$ cat src/rtl/instr_encoder.sv
// Instruction encoder: packs decoded instruction requests into 32-bit MIPS words
// and writes them to consecutive imem addresses through a two-state write FSM.
module instr_encoder #(
  parameter int AW    = 6,
  parameter int DEPTH = 64
) (
  input  logic          clk,
  input  logic          reset,
  input  logic          clear,
  input  logic          in_valid,
  output logic          in_ready,
  input  logic [2:0]    in_kind,
  input  logic [4:0]    in_rs,
  input  logic [4:0]    in_rt,
  input  logic [4:0]    in_rd,
  input  logic [5:0]    in_funct,
  input  logic [15:0]   in_imm,
  input  logic [25:0]   in_target,
  input  logic          in_last,
  output logic          imem_we,
  output logic [AW-1:0] imem_addr,
  output logic [31:0]   imem_wd,
  output logic [AW:0]   count,
  output logic          full,
  output logic          err,
  output logic          done
);

  typedef enum logic [2:0] {
    KIND_RTYPE = 3'd0,
    KIND_LW    = 3'd1,
    KIND_SW    = 3'd2,
    KIND_BEQ   = 3'd3,
    KIND_ADDI  = 3'd4,
    KIND_J     = 3'd5
  } kind_e;

  typedef enum logic {
    S_IDLE  = 1'b0,
    S_WRITE = 1'b1
  } state_e;

  localparam logic [5:0]  OP_RTYPE = 6'b000000;
  localparam logic [5:0]  OP_LW    = 6'b100011;
  localparam logic [5:0]  OP_SW    = 6'b101011;
  localparam logic [5:0]  OP_BEQ   = 6'b000100;
  localparam logic [5:0]  OP_ADDI  = 6'b001000;
  localparam logic [5:0]  OP_J     = 6'b000010;
  localparam logic [AW:0] DEPTH_C  = (AW+1)'(DEPTH);
  localparam logic [AW:0] ONE_C    = (AW+1)'(1);

  state_e      state_q, state_d;
  logic [31:0] word_q,  word_d;
  logic        last_q,  last_d;
  logic [AW:0] count_q, count_d;
  logic        err_q,   err_d;
  logic        done_q,  done_d;

  logic [31:0] enc_word;
  logic        enc_legal;
  logic        full_w;
  logic        abort;
  logic        accept;

  // Word packing; fields a kind does not use never reach the word.
  always_comb begin
    // NOTE: every always_comb output gets a default first so no path can infer a latch.
    enc_word  = '0;
    enc_legal = 1'b1;
    case (in_kind)
      KIND_RTYPE: enc_word = {OP_RTYPE, in_rs, in_rt, in_rd, 5'b00000, in_funct};
      KIND_LW:    enc_word = {OP_LW,    in_rs, in_rt, in_imm};
      KIND_SW:    enc_word = {OP_SW,    in_rs, in_rt, in_imm};
      KIND_BEQ:   enc_word = {OP_BEQ,   in_rs, in_rt, in_imm};
      KIND_ADDI:  enc_word = {OP_ADDI,  in_rs, in_rt, in_imm};
      KIND_J:     enc_word = {OP_J,     in_target};
      default:    enc_legal = 1'b0;
    endcase
  end

  assign abort    = reset | clear;
  assign full_w   = (count_q == DEPTH_C);
  assign in_ready = (state_q == S_IDLE) & ~full_w & ~done_q & ~abort;
  assign accept   = in_valid & in_ready;

  always_comb begin
    state_d = state_q;
    word_d  = word_q;
    last_d  = last_q;
    count_d = count_q;
    err_d   = err_q;
    done_d  = done_q;
    if (clear) begin
      state_d = S_IDLE;
      word_d  = '0;
      last_d  = 1'b0;
      count_d = '0;
      err_d   = 1'b0;
      done_d  = 1'b0;
    end else begin
      case (state_q)
        S_IDLE: begin
          if (accept) begin
            last_d = in_last;
            if (enc_legal) begin
              word_d  = enc_word;
              state_d = S_WRITE;
            end else begin
              // Illegal requests are consumed without a write; last still ends the program.
              err_d  = 1'b1;
              done_d = done_q | in_last;
            end
          end
        end
        S_WRITE: begin
          count_d = count_q + ONE_C;
          done_d  = done_q | last_q;
          state_d = S_IDLE;
        end
        default: state_d = S_IDLE;
      endcase
    end
  end

  always_ff @(posedge clk) begin
    // NOTE: sequential state is updated with non-blocking assignments only.
    if (reset) begin
      state_q <= S_IDLE;
      word_q  <= '0;
      last_q  <= 1'b0;
      count_q <= '0;
      err_q   <= 1'b0;
      done_q  <= 1'b0;
    end else begin
      state_q <= state_d;
      word_q  <= word_d;
      last_q  <= last_d;
      count_q <= count_d;
      err_q   <= err_d;
      done_q  <= done_d;
    end
  end

  // A reset or clear seen during WRITE suppresses the strobe on that same edge.
  assign imem_we   = (state_q == S_WRITE) & ~abort;
  assign imem_addr = count_q[AW-1:0];
  assign imem_wd   = word_q;
  assign count     = count_q;
  assign full      = full_w;
  assign err       = err_q;
  assign done      = done_q;

endmodule

$ cat config.mk
export PLATFORM = sky130hd
export DESIGN_NAME = instr_encoder
export DESIGN_NICKNAME = d
export VERILOG_FILES = /design/src/rtl/instr_encoder.sv
export SDC_FILE = /design/constraint.sdc
export NUM_CORES = 1
export LEC_CHECK = 0
export ABC_AREA = 0
export ABC_CLOCK_PERIOD_IN_PS = 2500
export CAP_MARGIN = 30
export CORE_ASPECT_RATIO = 0.6
export CORE_UTILIZATION = 38
export CTS_BUF_LIST = sky130_fd_sc_hd__clkbuf_2
export CTS_CLUSTER_SIZE = 25
export DETAILED_ROUTE_END_ITERATION = 16
export HOLD_SLACK_MARGIN = 0.05
export MAX_ROUTING_LAYER = met4
export PLACE_DENSITY = 0.75
export SLEW_MARGIN = 40
export SYNTH_ARGS = -nofsm -noshare
export SYNTH_HDL_FRONTEND = slang
export SYNTH_SLANG_ARGS = --single-unit
export TNS_END_PERCENT = 100
$ cat constraint.sdc
create_clock -name clk -period 2.5 [get_ports clk]
set_input_delay 0.25 -clock clk [delete_from_list [all_inputs] [get_ports clk]]
set_output_delay 0.25 -clock clk [all_outputs]
set_load 0.05 [all_outputs]
; ---- After elaboration in Yosys (flattened, before gate mapping)
; Cells that the tools add are included.
[classes]
n_mux = 8
bitwise_logic = 13
n_addsub = 1
eq_ne = 8
n_reduce_logical = 7
[op_table]
columns = operator, count
row1 = one-hot mux 32 bit (6 select lines), 1
row2 = "adder 7 x 1 -> 7 bit, second input constant", 1
row3 = "equality test 7 bit, second input constant", 1
row4 = "equality test 3 x 2 -> 1 bit, second input constant", 2
row5 = "equality test 3 bit, second input constant", 2
row6 = AND reduction 3 bit, 2
row7 = OR reduction 6 bit, 1
row8 = AND 1 bit, 5
row9 = two-way mux 1 bit, 5
row10 = NOT 1 bit, 5
row11 = "!= test 2 bit, second input constant", 2
row12 = one-hot mux 1 bit (2 select lines), 2
row13 = AND reduction 2 bit, 2
row14 = "equality test 3 x 1 -> 1 bit, second input constant", 1
row15 = logical NOT 3 bit, 1
row16 = OR 1 bit, 3
row17 = OR reduction 2 bit, 1
[word_totals]
reg_bits = 43
elab_cells = 43
input_bits = 71
output_inout_bits = 50

; ---- Logic depth before layout (Yosys ltp)
[logic_depth]
ltp_word = 8
ltp_mapped = 8
mapped_depth_nobuf = 7

; ---- Least setup slack after synthesis
; No wires, ideal clock.
[synth_timing]
path_kind = flip-flop to output port
startpoint = reg count_q[0], in the netlist count[0]
endpoint = out in_ready
path_stages_with_launch = 6
t_required_ns = 2.250
path_buffers = 0
t_arrival_ns = 2.363
path_slack_ns = -0.113
cell_sequence = dfxtp_1 > inv_1 > ha_1 > or4b_4 > nor2_1 > nor2b_1
[synth_between]
elab_chain_len = 5
[synth_rtl]
columns = element, line
row1 = "start, declared", 55  ; logic [AW:0] count_q, count_d;
row2 = "start signal, assigned", 138  ; count_q <= count_d;
row3 = equality test 7 bit, 82  ; assign full_w = (count_q == DEPTH_C);
row4 = via full, 24  ; output logic full,
row5 = NOT 1 bit, 83  ; assign in_ready = (state_q == S_IDLE) & ~full_w & ~done_q & ~abort;
row6 = AND 1 bit (3 in a row), 83
row7 = "end, declared", 11  ; output logic in_ready,
; The timed path passes the listed nets, and every way through them passes these cells.

; ---- Worst setup path in the final report
[layout_timing]
startpoint = reg count_q[0], in the netlist count[0]
endpoint = out in_ready
[layout_between]
elab_chain_len = 5
[layout_rtl]
columns = element, line
row1 = equality test 7 bit, 82
row2 = NOT 1 bit, 83
row3 = AND 1 bit (3 in a row), 83
; Every way passes these cells.

==> results.py <==
metrics = {
    "run_status": {
        "status": "finished clean",
    },
    "setup_path": {
        "worst_ep_required_time_ns": 2.25,
        "reg2reg_slack_ns": 0.38,
        "worstPathArrival_ns": 1.87,
        "worst_setup_path_end_kind": "primary output",
        "cp-startpoint": "count[0]",
        "path_max_fanout": 6,
        "worst_setup_sp_type": "flop",
        "critical_path_class": "flop to primary output",
        "regToRegEndpoint": "imem_wd[2]",
        "r2r_cells": 8,
        "worstReg2RegStart": "count[0]",
    },
    "synth": {
        "netlist.area_leader.share": 0.316,
        "synth_edf_count": 0,
        "netlist_top_cells_count": "sky130_fd_sc_hd__a21oi_1, sky130_fd_sc_hd__dfxtp_1, sky130_fd_sc_hd__clkbuf_1, sky130_fd_sc_hd__o21ai_0",
        "synth.ff_latch_count": 41,
        "syn-instance-count": 314,
        "post-synth-top-count-cell": "sky130_fd_sc_hd__a21oi_1",
        "distinct_cell_type_count_after_synthesis": 42,
        "yosysTopAreaCell": "sky130_fd_sc_hd__dfxtp_1",
        "syn_area_sq_mm": 0.00260,
        "synth.avg_cell_area_sq_um": 8.28,
        "ys.flop_type": "sky130_fd_sc_hd__dfxtp_1",
        "yosysWarningCount": 0,
        "asyncSetResetFlopFracSynth": 0,
        "synth_area_leaders": "sky130_fd_sc_hd__dfxtp_1, sky130_fd_sc_hd__a21oi_1, sky130_fd_sc_hd__a311oi_2",
        "synth-seq-area-share": 0.316,
        "synthesized_netlist_net_count": 387,
    },
    "clocking": {
        "tritoncts": "done",
        "cts_setup_buffers": 0,
        "worst_skew_pair.late_latency_ns": 0.41,
        "cts_hold_buf": 0,
        "cts.root.buffer_cell": "sky130_fd_sc_hd__clkbuf_2",
        "numCtsBuffers": 5,
        "cts.htree.levels": 2,
        "cts_buffer_depth": 2,
        "path_clk_slew_ns": 0.23,
        "clock-sinks": 41,
        "post_cts_resized": 0,
    },
    "pwr": {
        "seqPwrFrac": 0.486,
        "ir_drop_mv": 0.159,
        "report.power.total_mw": 1.39,
        "clockPowerShare": 0.215,
        "pwr-share-comb": 0.299,
        "netSwitchingPower_mw": 0.451,
        "fraction_of_power_spent_switching_nets": 0.325,
        "power.static_leakage_nw": 1.35,
        "power_density_mw_per_mm2": 359,
        "p_int_mw": 0.936,
    },
    "timing": {
        "final-max-slew-violation-count": 0,
        "worst_slew_margin_rel": 0.557,
        "tightestPinTransition_ns": 0.664,
        "hold_viol": 0,
        "setup_viol": 0,
        "max_freq_ghz": 0.471,
        "finalWorstPathRequiredPeriod_ns": 2.12,
        "finalWorstSetupSlack_ns": 0.378,
        "fin_tns_setup_ns": 0,
        "grt_setup_unrepaired": "no",
        "fin_crit_sh": 0.849,
        "finClkSkew_ns": 0.0174,
    },
    "grt": {
        "largest_net_degree_at_the_start_of_global_routing": 41,
        "first_pass_grt_wire_length_microns": 12200,
        "globalRouteTotalUtil": 0.227,
        "grt_pass1_vias": 2513,
        "antenna_found_initial": 0,
        "overflow": 0,
    },
    "floorplanning": {
        "row_count": 22,
        "die-height_microns": 66.1,
        "initial_utilization": 0.409,
        "die_x_microns": 109,
        "die_area_sq_mm": 0.00719,
        "io_pins": 121,
        "core_sq_mm": 0.00636,
    },
    "detailed_routing": {
        "routedWlPerCell_microns": 15.5,
        "drt-vias-per-instance": 5.36,
        "drt_pass1_iterations": 4,
        "drt_iter0_markers": 132,
        "drt_wl_total_microns": 7750,
        "detail_route.drc_violations": 0,
        "final_antenna_net_count": 0,
        "detailroute.via_count": 2678,
    },
    "placed_design": {
        "dpl_cell_area_sq_mm": 0.00382,
        "port_buffers": 119,
        "post-place-cells": 492,
        "detailedPlace.worstSlack_ns": 0.287,
        "place_congestion": 0.820,
        "dp.final_hpwl_microns": 5810,
    },
    "layout": {
        "antenna_diode_count": 0,
        "area_growth_pct": 48.6,
        "final_design_area_no_fill_sq_mm": 0.00386,
        "drive_above_1_share": 0.154,
        "nNetsFinal": 488,
        "layoutNonFillerInstCount": 500,
    },
    "hold_path": {
        "min_from": "in_last",
        "hold_path_end": "last_q",
        "class_of_the_most_critical_hold_timing_path": "primary input to flop",
        "whs_path_depth": 3,
    },
    "job": {
        "cap_viol_max_count": 0,
    },
}
==> logic make-up after synthesis <==
group,after synthesis,share of synthesized area
AND/OR/NAND/NOR,90,0.191
AO/OA/AOI/OAI,110,0.303
XOR/XNOR,5,0.0168
flip-flops,41,0.316
multiplexers,18,0.0746
buffers and inverters,47,0.0875
other,1,0.00144
adder cells (fa/ha/maj),2,0.00962
==> worst max-delay path: stages, from the launching register on <==
cell                      delay (ns)
sky130_fd_sc_hd__dfxtp_1        0.41
sky130_fd_sc_hd__inv_1          0.07
sky130_fd_sc_hd__ha_1           0.13
sky130_fd_sc_hd__or4b_4         0.49
sky130_fd_sc_hd__nor2_2         0.13
sky130_fd_sc_hd__nor2b_1        0.05
sky130_fd_sc_hd__buf_4          0.18
==> power groups by stage <==
stage / clock [mW] / combinational [mW] / sequential (mW)
floorplan: 0 / 0.194 / 0.720
CTS: 0.300 / 0.414 / 0.674
detailed placement: 0 / 0.412 / 0.686
global route: 0.340 / 0.444 / 0.676
global placement: 0 / 0.400 / 0.687
finish: 0.298 / 0.414 / 0.674
==> worst max-delay path by stage <==
stage          slack, ns           to  cells after the start
2_1_floorplan       0.20     in_ready                      5
3_3_place_gp        0.37  imem_wd[13]                      7
3_5_place_dp        0.29  imem_wd[11]                      6
4_1_cts             0.35     in_ready                      6
5_1_grt             0.21     in_ready                      6
6_report            0.38     in_ready                      6
==> cell type report <==
class / instances / area (sq um)
Inverter: 10 / 37.5
Sequential cell: 41 / 821
Clock buffer: 5 / 25.0
Clock inverter: 3 / 17.5
Multi-Input combinational cell: 226 / 1560
Timing Repair Buffer: 131 / 1300
Fill cell: 553 / 2490
Tap cell: 84 / 105
==> per-layer routing <==
layer	track usage	share of wire
met1	0.299	0.48
met2	0.344	0.43
met3	0.0640	0.084
met4	0.0490	0.0072
met5	-	0
==> flip-flops by register name, summed over array words and instances, names as in the netlist <==
register,flops
imem_wd,30
count,7
done,1
err,1
last_q,1
state_q,1
==> through the flow <==
step                      hold WS [ns]   util
final                            0.395  0.608
after global routing             0.346  0.608
after CTS                        0.373  0.607
after detailed placement         0.445  0.601
after global placement           0.444  0.596
after floorplan                  0.349      -
==> placed cells by master, fill, tap and decap left out, drive strengths merged, types with 2 or more instances in the layout <==
cell | netlist | final
clkdlybuf4s50 | 0 | 115
a21oi | 52 | 52
dfxtp | 41 | 41
o21ai | 16 | 16
buf | 18 | 16
nand2b | 14 | 14
nand3 | 14 | 14
nand2 | 12 | 12
nor2b | 11 | 11
mux2 | 11 | 11
nor3 | 11 | 11
a211oi | 11 | 11
a22oi | 10 | 10
and3 | 10 | 10
inv | 10 | 10
a311oi | 10 | 10
nor2 | 10 | 10
mux2i | 7 | 7
o22ai | 5 | 5
clkbuf | 19 | 5
xor2 | 4 | 4
nand4 | 2 | 2
or3 | 2 | 2
ha | 2 | 2
clkinv | 0 | 2
Note: power is estimated with default switching activity, not from simulation.
